===== src/rtl/avalon_arb_pkg.sv =====
// Shared types and helpers for the multi-channel Avalon-MM arbitrating master.
package avalon_arb_pkg;

  typedef enum logic [1:0] {
    StIdle,
    StXfer,
    StDone
  } arb_state_e;

  localparam int unsigned PRIO_RR    = 0;
  localparam int unsigned PRIO_FIXED = 1;

  // Index width that stays at least one bit for degenerate sizes.
  function automatic int unsigned clog2_min1(input int unsigned n);
    return (n <= 1) ? 1 : $clog2(n);
  endfunction

endpackage


===== src/rtl/rr_arbiter.sv =====
// Combinational channel picker: lock owner, round-robin from a pointer, or fixed priority.
module rr_arbiter
  import avalon_arb_pkg::*;
#(
  parameter int unsigned NCH = 3,
  parameter int unsigned IW  = clog2_min1(NCH)
) (
  input  logic [NCH-1:0] pending,
  input  logic [IW-1:0]  pointer,
  input  logic           mode,
  input  logic           lock_valid,
  input  logic [IW-1:0]  lock_id,
  output logic           valid,
  output logic [IW-1:0]  grant
);

  int unsigned idx;

  always_comb begin
    valid = 1'b0;
    grant = '0;
    idx   = 0;
    if (lock_valid) begin
      // While a lock is held nobody else may win, even if the owner is idle.
      valid = pending[lock_id];
      grant = lock_id;
    end else begin
      for (int unsigned k = 0; k < NCH; k++) begin
        idx = mode ? k : (32'(pointer) + k) % NCH;
        if (!valid && pending[IW'(idx)]) begin
          valid = 1'b1;
          grant = IW'(idx);
        end
      end
    end
  end

endmodule


===== src/rtl/avalon_mm_arb_master.sv =====
// NCH requesters sharing one single-beat Avalon-MM master port, with
// waitrequest timeout and locked request sequences.
module avalon_mm_arb_master
  import avalon_arb_pkg::*;
#(
  parameter int unsigned NCH       = 3,
  parameter int unsigned DW        = 32,
  parameter int unsigned AW        = 32,
  parameter int unsigned PRIO_MODE = PRIO_RR,
  parameter int unsigned TIMEOUT   = 255
) (
  input  logic                       CLK,
  input  logic                       RST_N,
  input  logic [NCH-1:0]             req_start,
  input  logic [NCH-1:0]             req_rnw,
  input  logic [NCH-1:0]             req_lock,
  input  logic [NCH*AW-1:0]          req_addr,
  input  logic [NCH*DW-1:0]          req_wdata,
  output logic [NCH-1:0]             req_done,
  output logic [NCH-1:0]             req_err,
  output logic [DW-1:0]              req_rdata,
  output logic [clog2_min1(NCH)-1:0] grant_id,
  output logic [AW-1:0]              ADDRESS,
  output logic                       BEGINTRANSFER,
  output logic                       READ,
  output logic                       WRITE,
  output logic [DW-1:0]              WRITEDATA,
  output logic                       LOCK,
  input  logic [DW-1:0]              READDATA,
  input  logic                       WAITREQUEST
);

  localparam int unsigned IW = clog2_min1(NCH);
  localparam int unsigned CW = clog2_min1(TIMEOUT + 1);

  arb_state_e     state_q, state_d;
  logic [NCH-1:0] pending_q, pending_d;
  logic [IW-1:0]  ptr_q, ptr_d;
  logic           lock_valid_q, lock_valid_d;
  logic [IW-1:0]  lock_id_q, lock_id_d;
  logic [IW-1:0]  grant_q, grant_d;
  logic [AW-1:0]  addr_q, addr_d;
  logic [DW-1:0]  wdata_q, wdata_d;
  logic [DW-1:0]  rdata_q, rdata_d;
  logic           read_q, read_d;
  logic           write_q, write_d;
  logic           lock_q, lock_d;
  logic           begin_q, begin_d;
  logic           xfer_lock_q, xfer_lock_d;
  logic           err_q, err_d;
  logic [CW-1:0]  cnt_q, cnt_d;

  logic           arb_valid;
  logic [IW-1:0]  arb_grant;
  logic [NCH-1:0] grant_oh;

  rr_arbiter #(
    .NCH (NCH),
    .IW  (IW)
  ) u_arb (
    .pending    (pending_q),
    .pointer    (ptr_q),
    .mode       (PRIO_MODE == PRIO_FIXED),
    .lock_valid (lock_valid_q),
    .lock_id    (lock_id_q),
    .valid      (arb_valid),
    .grant      (arb_grant)
  );

  assign grant_oh = NCH'(1) << grant_q;

  always_comb begin
    state_d      = state_q;
    pending_d    = pending_q | req_start;
    ptr_d        = ptr_q;
    lock_valid_d = lock_valid_q;
    lock_id_d    = lock_id_q;
    grant_d      = grant_q;
    addr_d       = addr_q;
    wdata_d      = wdata_q;
    rdata_d      = rdata_q;
    read_d       = read_q;
    write_d      = write_q;
    lock_d       = lock_q;
    begin_d      = begin_q;
    xfer_lock_d  = xfer_lock_q;
    err_d        = err_q;
    cnt_d        = cnt_q;

    unique case (state_q)
      StIdle: begin
        if (arb_valid) begin
          grant_d     = arb_grant;
          addr_d      = req_addr[32'(arb_grant)*AW +: AW];
          wdata_d     = req_wdata[32'(arb_grant)*DW +: DW];
          read_d      = req_rnw[arb_grant];
          write_d     = ~req_rnw[arb_grant];
          lock_d      = req_lock[arb_grant];
          xfer_lock_d = req_lock[arb_grant];
          begin_d     = 1'b1;
          err_d       = 1'b0;
          cnt_d       = '0;
          state_d     = StXfer;
        end
      end
      StXfer: begin
        begin_d = 1'b0;
        if (!WAITREQUEST) begin
          if (read_q) rdata_d = READDATA;
          read_d  = 1'b0;
          write_d = 1'b0;
          lock_d  = 1'b0;
          cnt_d   = '0;
          state_d = StDone;
        end else if (TIMEOUT != 0 && (32'(cnt_q) + 32'd1) >= TIMEOUT) begin
          read_d  = 1'b0;
          write_d = 1'b0;
          lock_d  = 1'b0;
          rdata_d = '0;
          err_d   = 1'b1;
          cnt_d   = '0;
          state_d = StDone;
        end else if (cnt_q != {CW{1'b1}}) begin
          cnt_d = cnt_q + 1'b1;
        end
      end
      StDone: begin
        // A new start on the finishing channel survives the clear.
        pending_d    = (pending_q & ~grant_oh) | req_start;
        ptr_d        = (32'(grant_q) == NCH - 1) ? '0 : grant_q + 1'b1;
        lock_valid_d = xfer_lock_q & ~err_q;
        lock_id_d    = grant_q;
        state_d      = StIdle;
      end
      default: state_d = StIdle;
    endcase
  end

  always_ff @(posedge CLK or negedge RST_N) begin
    if (!RST_N) begin
      state_q      <= StIdle;
      pending_q    <= '0;
      ptr_q        <= '0;
      lock_valid_q <= 1'b0;
      lock_id_q    <= '0;
      grant_q      <= '0;
      addr_q       <= '0;
      wdata_q      <= '0;
      rdata_q      <= '0;
      read_q       <= 1'b0;
      write_q      <= 1'b0;
      lock_q       <= 1'b0;
      begin_q      <= 1'b0;
      xfer_lock_q  <= 1'b0;
      err_q        <= 1'b0;
      cnt_q        <= '0;
    end else begin
      state_q      <= state_d;
      pending_q    <= pending_d;
      ptr_q        <= ptr_d;
      lock_valid_q <= lock_valid_d;
      lock_id_q    <= lock_id_d;
      grant_q      <= grant_d;
      addr_q       <= addr_d;
      wdata_q      <= wdata_d;
      rdata_q      <= rdata_d;
      read_q       <= read_d;
      write_q      <= write_d;
      lock_q       <= lock_d;
      begin_q      <= begin_d;
      xfer_lock_q  <= xfer_lock_d;
      err_q        <= err_d;
      cnt_q        <= cnt_d;
    end
  end

  assign req_done      = (state_q == StDone) ? grant_oh : '0;
  assign req_err       = req_done & {NCH{err_q}};
  assign req_rdata     = rdata_q;
  assign grant_id      = grant_q;
  assign ADDRESS       = addr_q;
  assign BEGINTRANSFER = begin_q;
  assign READ          = read_q;
  assign WRITE         = write_q;
  assign WRITEDATA     = wdata_q;
  assign LOCK          = lock_q;

endmodule

===== config.mk =====
export PLATFORM = sky130hd
export DESIGN_NAME = avalon_mm_arb_master
export DESIGN_NICKNAME = d
export VERILOG_FILES = /design/src/rtl/avalon_arb_pkg.sv /design/src/rtl/rr_arbiter.sv /design/src/rtl/avalon_mm_arb_master.sv
export SDC_FILE = /design/constraint.sdc
export NUM_CORES = 1
export LEC_CHECK = 0
export BUFFER_PORTS_ARGS = -buffer_cell sky130_fd_sc_hd__buf_2
export CORE_AREA = 2 2 133 135
export DETAILED_ROUTE_END_ITERATION = 10
export DIE_AREA = 0 0 135 137
export PLACE_DENSITY = 0.68
export SLEW_MARGIN = 0
export SYNTH_ARGS = -nofsm -noshare
export SYNTH_HDL_FRONTEND = slang
export SYNTH_SLANG_ARGS = --single-unit

===== constraint.sdc =====
create_clock -name CLK -period 3.2 [get_ports CLK]
set_input_delay 0.32 -clock CLK [delete_from_list [all_inputs] [get_ports CLK]]
set_output_delay 0.32 -clock CLK [all_outputs]
set_load 0.01 [all_outputs]

[Word level (Yosys, flattened, before mapping)]
Cells that the tools add are included.
Cells by class
  bitwise logic cells: 8
  mux-type cells: 51
  magnitude comparators: 6
  reduce and logical (&&, ||, !) cells: 14
  equality and inequality tests: 10
  div/mod/pow operators: 3
  shift operators: 3
  add/sub/neg operators: 5
Operators with widths (number)
  $shiftx 96x8->32: 2
  $mux 32: 3
  $mod 32x2->32 const B: 2
  $mod 2x2->32 const B: 1
  $mux 8: 4
  $mux 1: 21
  $mux 2: 8
  $pmux 8 s2: 1
  $lt 2x3->1 const B: 5
  $bmux 1 s2: 6
  $pmux 1 s2: 5
  $add 8x1->9 const B: 1
  $ge 9x8->1 const B: 1
  $reduce_and 3->1: 3
  $add 8x1->8 const B: 1
  $ne 8x8->1 const B: 1
  $and 3x3->3: 2
  $mux 3: 2
  $ne 2x2->1 const B: 3
  $or 3x3->3: 2
  $reduce_and 2->1: 3
  $eq 2x2->1 const B: 2
  $ne 4x4->1 const B: 1
  $pmux 2 s2: 1
  15 further kinds: 19
Storage, ports and cells
  logic and storage cells: 116
  output and inout port bits: 108
  bits of input ports: 236
  flip-flop bits (word level): 122

[Depth between registers and ports, before layout]
Gate-level depths: netlist (run 1).
  depth after elaboration: 18
  mapped depth: 12
  depth with buffers taken out: 8

[Modules after synthesis]
A second synthesis (run 1) with hierarchy kept.
Unflattened totals
  cell total of the unflattened synthesis: 747
  area total of the unflattened synthesis: 6550.0 µm²
By module, submodules not included
  avalon_mm_arb_master: seq. area each 3052.9 µm², times used 1, area an instance 6296.0 µm², cells an instance 712
  rr_arbiter: seq. area each 0.0 µm², times used 1, area an instance 254.0 µm², cells an instance 35

[Worst setup path before layout (run 1)]
No wires, ideal clock.
  path type: reg2reg
  start point: register cnt_q[0]
  end point: register rdata_q[10] (netlist: req_rdata[10])
  stages on the path, launching flop included: 10
  data required time: 3079 ps
  arrival: 2208 ps
  slack: 871 ps
  buffers on the path: 2
  period minus slack after synthesis: 2329 ps
  setup time: 121 ps
  cells stage by stage: dfrtp_1 -> ha_1 -> nand3_1 -> or3_1 -> a22oi_2 -> a211oi_1 -> or3_1 -> buf_6 -> buf_6 -> a22o_1
On the way
  cells in the longest elaborated chain, start to end: 4
Ends and longest elaborated chain
  start, declared: line avalon_mm_arb_master.sv:51  | logic [CW-1:0] cnt_q, cnt_d;
  start signal, assigned: line avalon_mm_arb_master.sv:173  | cnt_q <= cnt_d;
  $add 8x1->9: line avalon_mm_arb_master.sv:115  | end else if (TIMEOUT != 0 && (32'(cnt_q) + 32'd1) >= TIMEOUT) begin
  $ge 9x8->1: line avalon_mm_arb_master.sv:115
  $ne 2x1->1 (no source line)
  $reduce_and 3->1 (no source line)
  end signal, assigned: line avalon_mm_arb_master.sv:166  | rdata_q <= rdata_d;
  end, declared: line avalon_mm_arb_master.sv:44  | logic [DW-1:0] rdata_q, rdata_d;
No other way between the ends.
A chain may end at the register's enable or synchronous reset.

[Final worst setup path (run 1)]
  start point: register ptr_q[1]
  end point: register wdata_q[23] (netlist: WRITEDATA[23])
On the way
  cells in the longest elaborated chain, start to end: 14
  elaborated cells between the ends (all ways): 27
  those cells by class: add/sub (2); div (3); shift (1); mux (16); reduce/logical (5)
Ends and longest elaborated chain
  start, declared: line avalon_mm_arb_master.sv:38  | logic [IW-1:0] ptr_q, ptr_d;
  start signal, assigned: line avalon_mm_arb_master.sv:160  | ptr_q <= ptr_d;
  parallel branches: the longest is 14 deep, another holds $mod 32x2->32
  end signal, assigned: line avalon_mm_arb_master.sv:165  | wdata_q <= wdata_d;
  end, declared: line avalon_mm_arb_master.sv:43  | logic [DW-1:0] wdata_q, wdata_d;
Parallel ways; which one is timed is not known. The select of a mux whose other input is x is not followed.

==> flow_metrics.env, run 1 <==
export IMPL_run_status="finished, final reports clean"
export IMPL_syn_to_final_growth_pct=39.51
export IMPL_final_nets=1176
export IMPL_ios=344
export IMPL_synth_area_leaders="dfrtp_1, mux2i_1, o211ai_1"
export IMPL_relSlewSlack_pct=49.27
export IMPL_fill_cells=1611
export IMPL_worstPathMaxFanout=26
export IMPL_clkLatencyLatePin_ns=0.42
export IMPL_start_util_pct=36.91
export IMPL_min_period_ns=2.778
export IMPL_core_sq_mm=0.01706
export IMPL_async_reset_ff_share_pct=100.0
export IMPL_grt_pass1_wl_mm=30.53
export IMPL_yosysSeqAreaShare_pct=48.49
export IMPL_fp_dieH_microns=137
export IMPL_tightest_slew_ns=0.7610
export IMPL_worst_ep_required_time_ns=3.46
export IMPL_cp_end_kind="flop"
export IMPL_drc=0
export IMPL_grt_busiest_layer="met2"
export IMPL_finalPower_uw=9565
export IMPL_drive_gt1_share_pct=41.67
export IMPL_hold_class="primary input to flop"
export IMPL_cts_max_level=4
export IMPL_grt_max_degree=69
export IMPL_drv_slew=0
export IMPL_cts_setup_buffers=0
export IMPL_syn_inst=614
export IMPL_critPathKind="flop to flop"
export IMPL_use_met2_pct=35.65
export IMPL_vias_per_cell=5.250
export IMPL_clockRootBuffer="clkbuf_16"
export IMPL_met1_usage_pct=26.74
export IMPL_fp_row_count=48
export IMPL_ir_worst_vdd_v=0.0005867
export IMPL_antenna_found_initial=1
export IMPL_gp_congestion=0.8419
export IMPL_critPathLaunchType="flop"
export IMPL_syn_num_nets=854
export IMPL_dieArea_sq_mm=0.01850
export IMPL_vias=6163
export IMPL_die_w_microns=135
export IMPL_multi_input_area_sq_mm=0.002932
export IMPL_syn_area_sq_mm=0.006296
export IMPL_max_cap_violations=0
export IMPL_synth_avg_cell_area_sq_um=10.25
export IMPL_power_frac_clock_pct=19.5
export IMPL_portBuffers=343
export IMPL_ant_nets=0
export IMPL_ys_seq_elements=122
export IMPL_net_switching_power_uw=4027
export IMPL_regArea_sq_mm=0.003053
export IMPL_synth_top_area_cell="dfrtp_1"
export IMPL_setup_viol=0
export IMPL_grt_pass1_vias=5759
export IMPL_drtIter0Drc=371
export IMPL_track_usage_pct=21.57
export IMPL_rsz0062_at_grt="no"
export IMPL_period_share_pct=86.81
export IMPL_fin_worst_hold_slack_ns=0.09737
export IMPL_clock_sinks=122
export IMPL_fmax_mhz=360.0
export IMPL_worstPathArrival_ns=3.04
export IMPL_post_dp_hpwl_mm=15.36
export IMPL_overflow=0
export IMPL_p_seq_share_pct=28.5
export IMPL_synth_edff_count=0
export IMPL_synth_flop_cell="dfrtp_1"
export IMPL_wl_per_cell_microns=17.70
export IMPL_fin_tns_setup_ns=0
export IMPL_synth_cell_types=53
export IMPL_comb_power_share_pct=52.1
export IMPL_cts_tree="done"
export IMPL_wl_mm=20.78
export IMPL_p_leak_uw=0.004548
export IMPL_finalHoldViolCount=0
export IMPL_p_int_uw=5538
export IMPL_dr_pass1_iters=4
export IMPL_switching_share_pct=42.10
export IMPL_synth_top_cell_area_share_pct=48.49
export IMPL_grt_use_met3_pct=6.407
export IMPL_clk_pin_slew_worst_paths_ns=0.05
export IMPL_power_density_mw_per_mm2=1089
export IMPL_clk_path_buf_depth=2
export IMPL_ys_warn_count=0
export IMPL_numCtsBuffers=17
export IMPL_skew_ns=0.009773
[what timing repair did]
item	CTS	global route
endpoints found under the hold margin	54	0
hold buffers	1	0
resized for setup	0	0
[per-layer routing]
metal	vias to the layer above	routed length, microns
met5	-	0
li1	2938	-
met3	32	1557
met2	265	10370
met4	0	537
met1	2928	8314
[state kept, by name (all words and copies together), names as in the netlist]
register       cells
ADDRESS           32
WRITEDATA         32
req_rdata         32
cnt_q              8
pending_q          3
grant_id           2
lock_id_q          2
ptr_q              2
state_q            2
BEGINTRANSFER      1
LOCK               1
READ               1
WRITE              1
err_q              1
lock_valid_q       1
xfer_lock_q        1
[per-stage QoR]
stage / util (%) / worst slack [ns] / std cells / area [sq um]
2_1_floorplan: - / 0.8706 / 614 / 6296
3_3_place_gp: 48.07 / 0.5624 / 1141 / 8199
3_5_place_dp: 48.07 / 0.4587 / 1141 / 8199
4_1_cts: 51.48 / 0.4653 / 1173 / 8781
5_1_grt: 51.50 / 0.2691 / 1174 / 8783
6_report: 51.50 / 0.4222 / 1174 / 8783
[cell families (layout without fill, tap and decap cells)]
group | count (synthesis) | after routing | synth area share (%)
simple gates | 201 | 201 | 15.72
xor+xnor | 3 | 3 | 0.4174
other cells | 0 | 1 | 0
mux | 69 | 69 | 11.01
compound gates | 151 | 151 | 18.40
buf+inv | 64 | 398 | 5.167
flops | 122 | 122 | 48.49
fa+ha+maj | 4 | 4 | 0.7949
[Yosys cell counts, types with 3 or more instances]
master / number
clkbuf_1: 31
a21oi_1: 8
nand3_1: 33
a31oi_1: 7
mux2i_1: 67
nor3_1: 4
buf_2: 11
nor2b_1: 4
dfrtp_1: 122
and2_1: 5
nand2b_1: 8
a22o_1: 32
nor2_1: 11
nand2_1: 85
ha_1: 4
o211ai_1: 66
inv_1: 9
o21ai_0: 10
or3_1: 3
buf_4: 3
buf_6: 8
a211oi_1: 4
o21ai_1: 3
nor3b_1: 4
nand4_1: 35
and3_1: 3
[cell usage in the layout (no fill, tap or decap), drive strengths merged, types with 6 or more instances in the layout]
cell type	netlist	routed
o21ai	13	13
mux2i	67	67
nor2	11	11
nand3	34	34
nand4	35	35
a31oi	7	7
nand2	85	85
clkinv	0	6
clkbuf	31	23
nand2b	8	8
buf	24	357
inv	9	9
a21oi	8	8
o211ai	66	66
dfrtp	122	122
a22o	32	32
[final cells by class]
type | instances | share of cell area [%]
diodes | 1 | 0.02849
flip-flops and latches | 122 | 34.76
well taps | 225 | 3.205
repair buffers | 358 | 21.74
multi-input cells | 428 | 33.38
clock inverters | 8 | 1.068
clock buffers | 23 | 5.442
inverters | 9 | 0.3846
[final timing paths]
path                         startpoint            end  slack [ns]  cells past startpoint
setup / recovery               ptr_q[1]  WRITEDATA[23]        0.42                      9
hold / removal             req_start[0]   pending_q[0]         0.1                      2
setup reg to reg               ptr_q[1]  WRITEDATA[23]        0.42                      9
hold reg to reg             xfer_lock_q    xfer_lock_q        0.48                      2
max in group asynchronous         RST_N    ADDRESS[19]        1.87                      3
min in group asynchronous         RST_N  WRITEDATA[17]        0.51                      2
[power groups by stage]
stage | registers (uW) | logic (uW) | clock network (uW)
2_1_floorplan | 2970 | 3060 | 0
3_3_place_gp | 2700 | 4940 | 0
3_5_place_dp | 2730 | 5020 | 0
4_1_cts | 2720 | 5020 | 1910
5_1_grt | 2800 | 5410 | 1960
6_report | 2720 | 4980 | 1860
[worst max-delay path: stages (launching register included)]
cell,delay [ns]
dfrtp_1,0.40
inv_1,0.07
ha_1,0.38
nor2b_1,0.12
a2bb2oi_1,0.16
o41ai_1,0.43
a31o_4,0.36
buf_12,0.25
mux2i_1,0.31
o211ai_1,0.12
Note: power is estimated with default switching activity, not from simulation.
==> inputs of run 2 (changes only) <==
Settings changed: CELL_PAD_IN_SITES_DETAIL_PLACEMENT from default to 0, CELL_PAD_IN_SITES_GLOBAL_PLACEMENT from default to 1, CORE_AREA 2 2 133 135 to default, CORE_UTILIZATION from default to 33, DIE_AREA 0 0 135 137 to default, PLACE_DENSITY 0.68 to default, PLACE_DENSITY_LB_ADDON from default to 0.1.
==> run 2 against run 1 <==
Effect of this change: the run now ends with hold timing left; clock power increased by 3%; total power increased by 1.3%; sequential share of layout area decreased by 0.18 points; first-iteration DRC count decreased by 20%; worst setup slack got worse by 0.021 ns; global-route usage increased by 0.43 points; critical path depth unchanged; largest cell class unchanged.
==> flow_metrics.env, run 2 (same netlist as run 1, synthesis figures left out) <==
export IMPL_cp_slowest_cell="nand2b_2"
export IMPL_drive_gt1_share_pct=41.98
export IMPL_p_leak_uw=0.004545
export IMPL_clk_path_buf_depth=2
export IMPL_clockRootBuffer="clkbuf_16"
export IMPL_fp_dieH_microns=140.1
export IMPL_finalPower_uw=9690
export IMPL_die_w_microns=140.1
export IMPL_skew_ns=0.009656
export IMPL_clock_sinks=122
export IMPL_cts_tree="done"
export IMPL_run_status="complete, but fails checks"
export IMPL_rsz0062_at_grt="no"
export IMPL_clkLatencyLatePin_ns=0.41
export IMPL_violations="hold timing"
export IMPL_grt_pass1_vias=6380
export IMPL_cts_resized=0
export IMPL_setup_ws_ns=0.4015
export IMPL_gp_congestion=0.8510
export IMPL_worstPathArrival_ns=3.06
export IMPL_hold_class="primary input to asynchronous set/reset pin"
export IMPL_place_ws_ns=0.4239
export IMPL_fill_cells=1835
export IMPL_fp_row_count=50
export IMPL_cts_max_level=4
export IMPL_final_cell_mix="buf_2, dfrtp_1, nand2_1, mux2i_1, o211ai_1"
export IMPL_start_util_pct=33.66
export IMPL_dr_pass1_iters=5
export IMPL_syn_to_final_growth_pct=40.24
export IMPL_period_share_pct=87.45
export IMPL_ant_nets=0
export IMPL_hold_buffers=0
export IMPL_track_usage_pct=22.01
export IMPL_timing_rr_end="WRITEDATA[31]"
export IMPL_final_common_cell="buf_2"
export IMPL_numCtsBuffers=17
export IMPL_finalHoldViolCount=3
export IMPL_wl_mm=21.64
export IMPL_critPathLaunchType="flop"
export IMPL_placedInstanceArea_sq_mm=0.008223
export IMPL_regArea_sq_mm=0.003053
export IMPL_grt_pass1_wl_mm=33.67
export IMPL_grt_max_degree=65
export IMPL_setup_viol=0
export IMPL_crit_chain="inv_1 -> ha_1 -> a211oi_1 -> a32o_1 -> a211oi_1 -> nand2b_2 -> buf_12 -> nand2_1 -> o211ai_1"
export IMPL_drtIter0Drc=295
export IMPL_final_nets=1175
export IMPL_overflow=0
export IMPL_vias=6216
export IMPL_ios=344
export IMPL_antenna_found_initial=7
export IMPL_min_period_ns=2.799
export IMPL_fin_tns_setup_ns=0
export IMPL_power_density_mw_per_mm2=1097
export IMPL_wl_per_cell_microns=18.22
export IMPL_critPathKind="flop to flop"
export IMPL_core_sq_mm=0.01871
export IMPL_dieArea_sq_mm=0.01964
export IMPL_fin_worst_hold_slack_ns=-0.008878
export IMPL_drc=0
export IMPL_multi_input_area_sq_mm=0.002932
export IMPL_r2r_start="ptr_q[0]"
export IMPL_r2r_cells=9
export IMPL_portBuffers=343
export IMPL_ir_worst_vdd_v=0.0005407
export IMPL_max_cap_violations=0
export IMPL_final_area_sq_mm=0.008830
export IMPL_worstPathMaxFanout=48
export IMPL_cp_end_kind="flop"
export IMPL_cts_setup_buffers=0
export IMPL_vias_per_cell=5.232
export IMPL_post_dp_hpwl_mm=15.88
export IMPL_drv_slew=0
export IMPL_cpMostUsedCell="a211oi_1"
export IMPL_worst_ep_required_time_ns=3.46
export IMPL_cpPeakStageDelay_ns=0.41
export IMPL_r2r_slack_ns=0.40
export IMPL_fmax_mhz=357.3
export IMPL_tightest_slew_ns=0.8394
export IMPL_clk_pin_slew_worst_paths_ns=0.06
export IMPL_relSlewSlack_pct=44.04
==> run 2: area by class of cell <==
class,instances,area share (%)
inverters,9,0.3826
repair buffers,357,21.65
clock buffers,18,4.860
diodes,6,0.1700
multi-input cells,428,33.20
well taps,234,3.316
clock inverters,14,1.842
flip-flops and latches,122,34.58
==> run 2: how the worst max path moves through the flow <==
stage | from | endpoint | slack, ns
floorplan | cnt_q[0] | req_rdata[10] | 0.87
global placement | ptr_q[0] | WRITEDATA[19] | 0.47
detailed placement | ptr_q[0] | WRITEDATA[3] | 0.42
CTS | ptr_q[0] | WRITEDATA[3] | 0.40
global route | ptr_q[0] | ADDRESS[17] | 0.16
finish | ptr_q[0] | WRITEDATA[31] | 0.40
==> run 2: metal layers <==
| layer | share of wire, % | routed length [microns] | track usage (%) | vias up |
|---|---|---|---|---|
| li1 | - | - | - | 2946 |
| met1 | 40 | 8639 | 26.16 | 2994 |
| met2 | 51 | 11070 | 37.68 | 234 |
| met3 | 6.0 | 1304 | 6.188 | 40 |
| met4 | 2.8 | 609 | 8.329 | 2 |
| met5 | 0.060 | 13 | 0 | - |
==> run 2: power by group <==
group | internal (uW) | switching, uW
clock network | 1160 | 759
logic | 2090 | 2940
registers | 2270 | 460
==> run 2: per-stage QoR <==
stage	cells	util, %
after CTS	1182	47.12
final	1188	47.20
after floorplan	614	-
after global routing	1188	47.20
after global placement	1150	43.96
after detailed placement	1150	43.96
==> run 2: critical path: cells and delay by family (launching register included) <==
family                   cells  cell delay [ns]
flip-flops                   1             0.40
AO/OA/AOI/OAI                4             0.89
buffers and inverters        2             0.41
adder cells (fa/ha/maj)      1             0.39
AND/OR/NAND/NOR              2             0.51
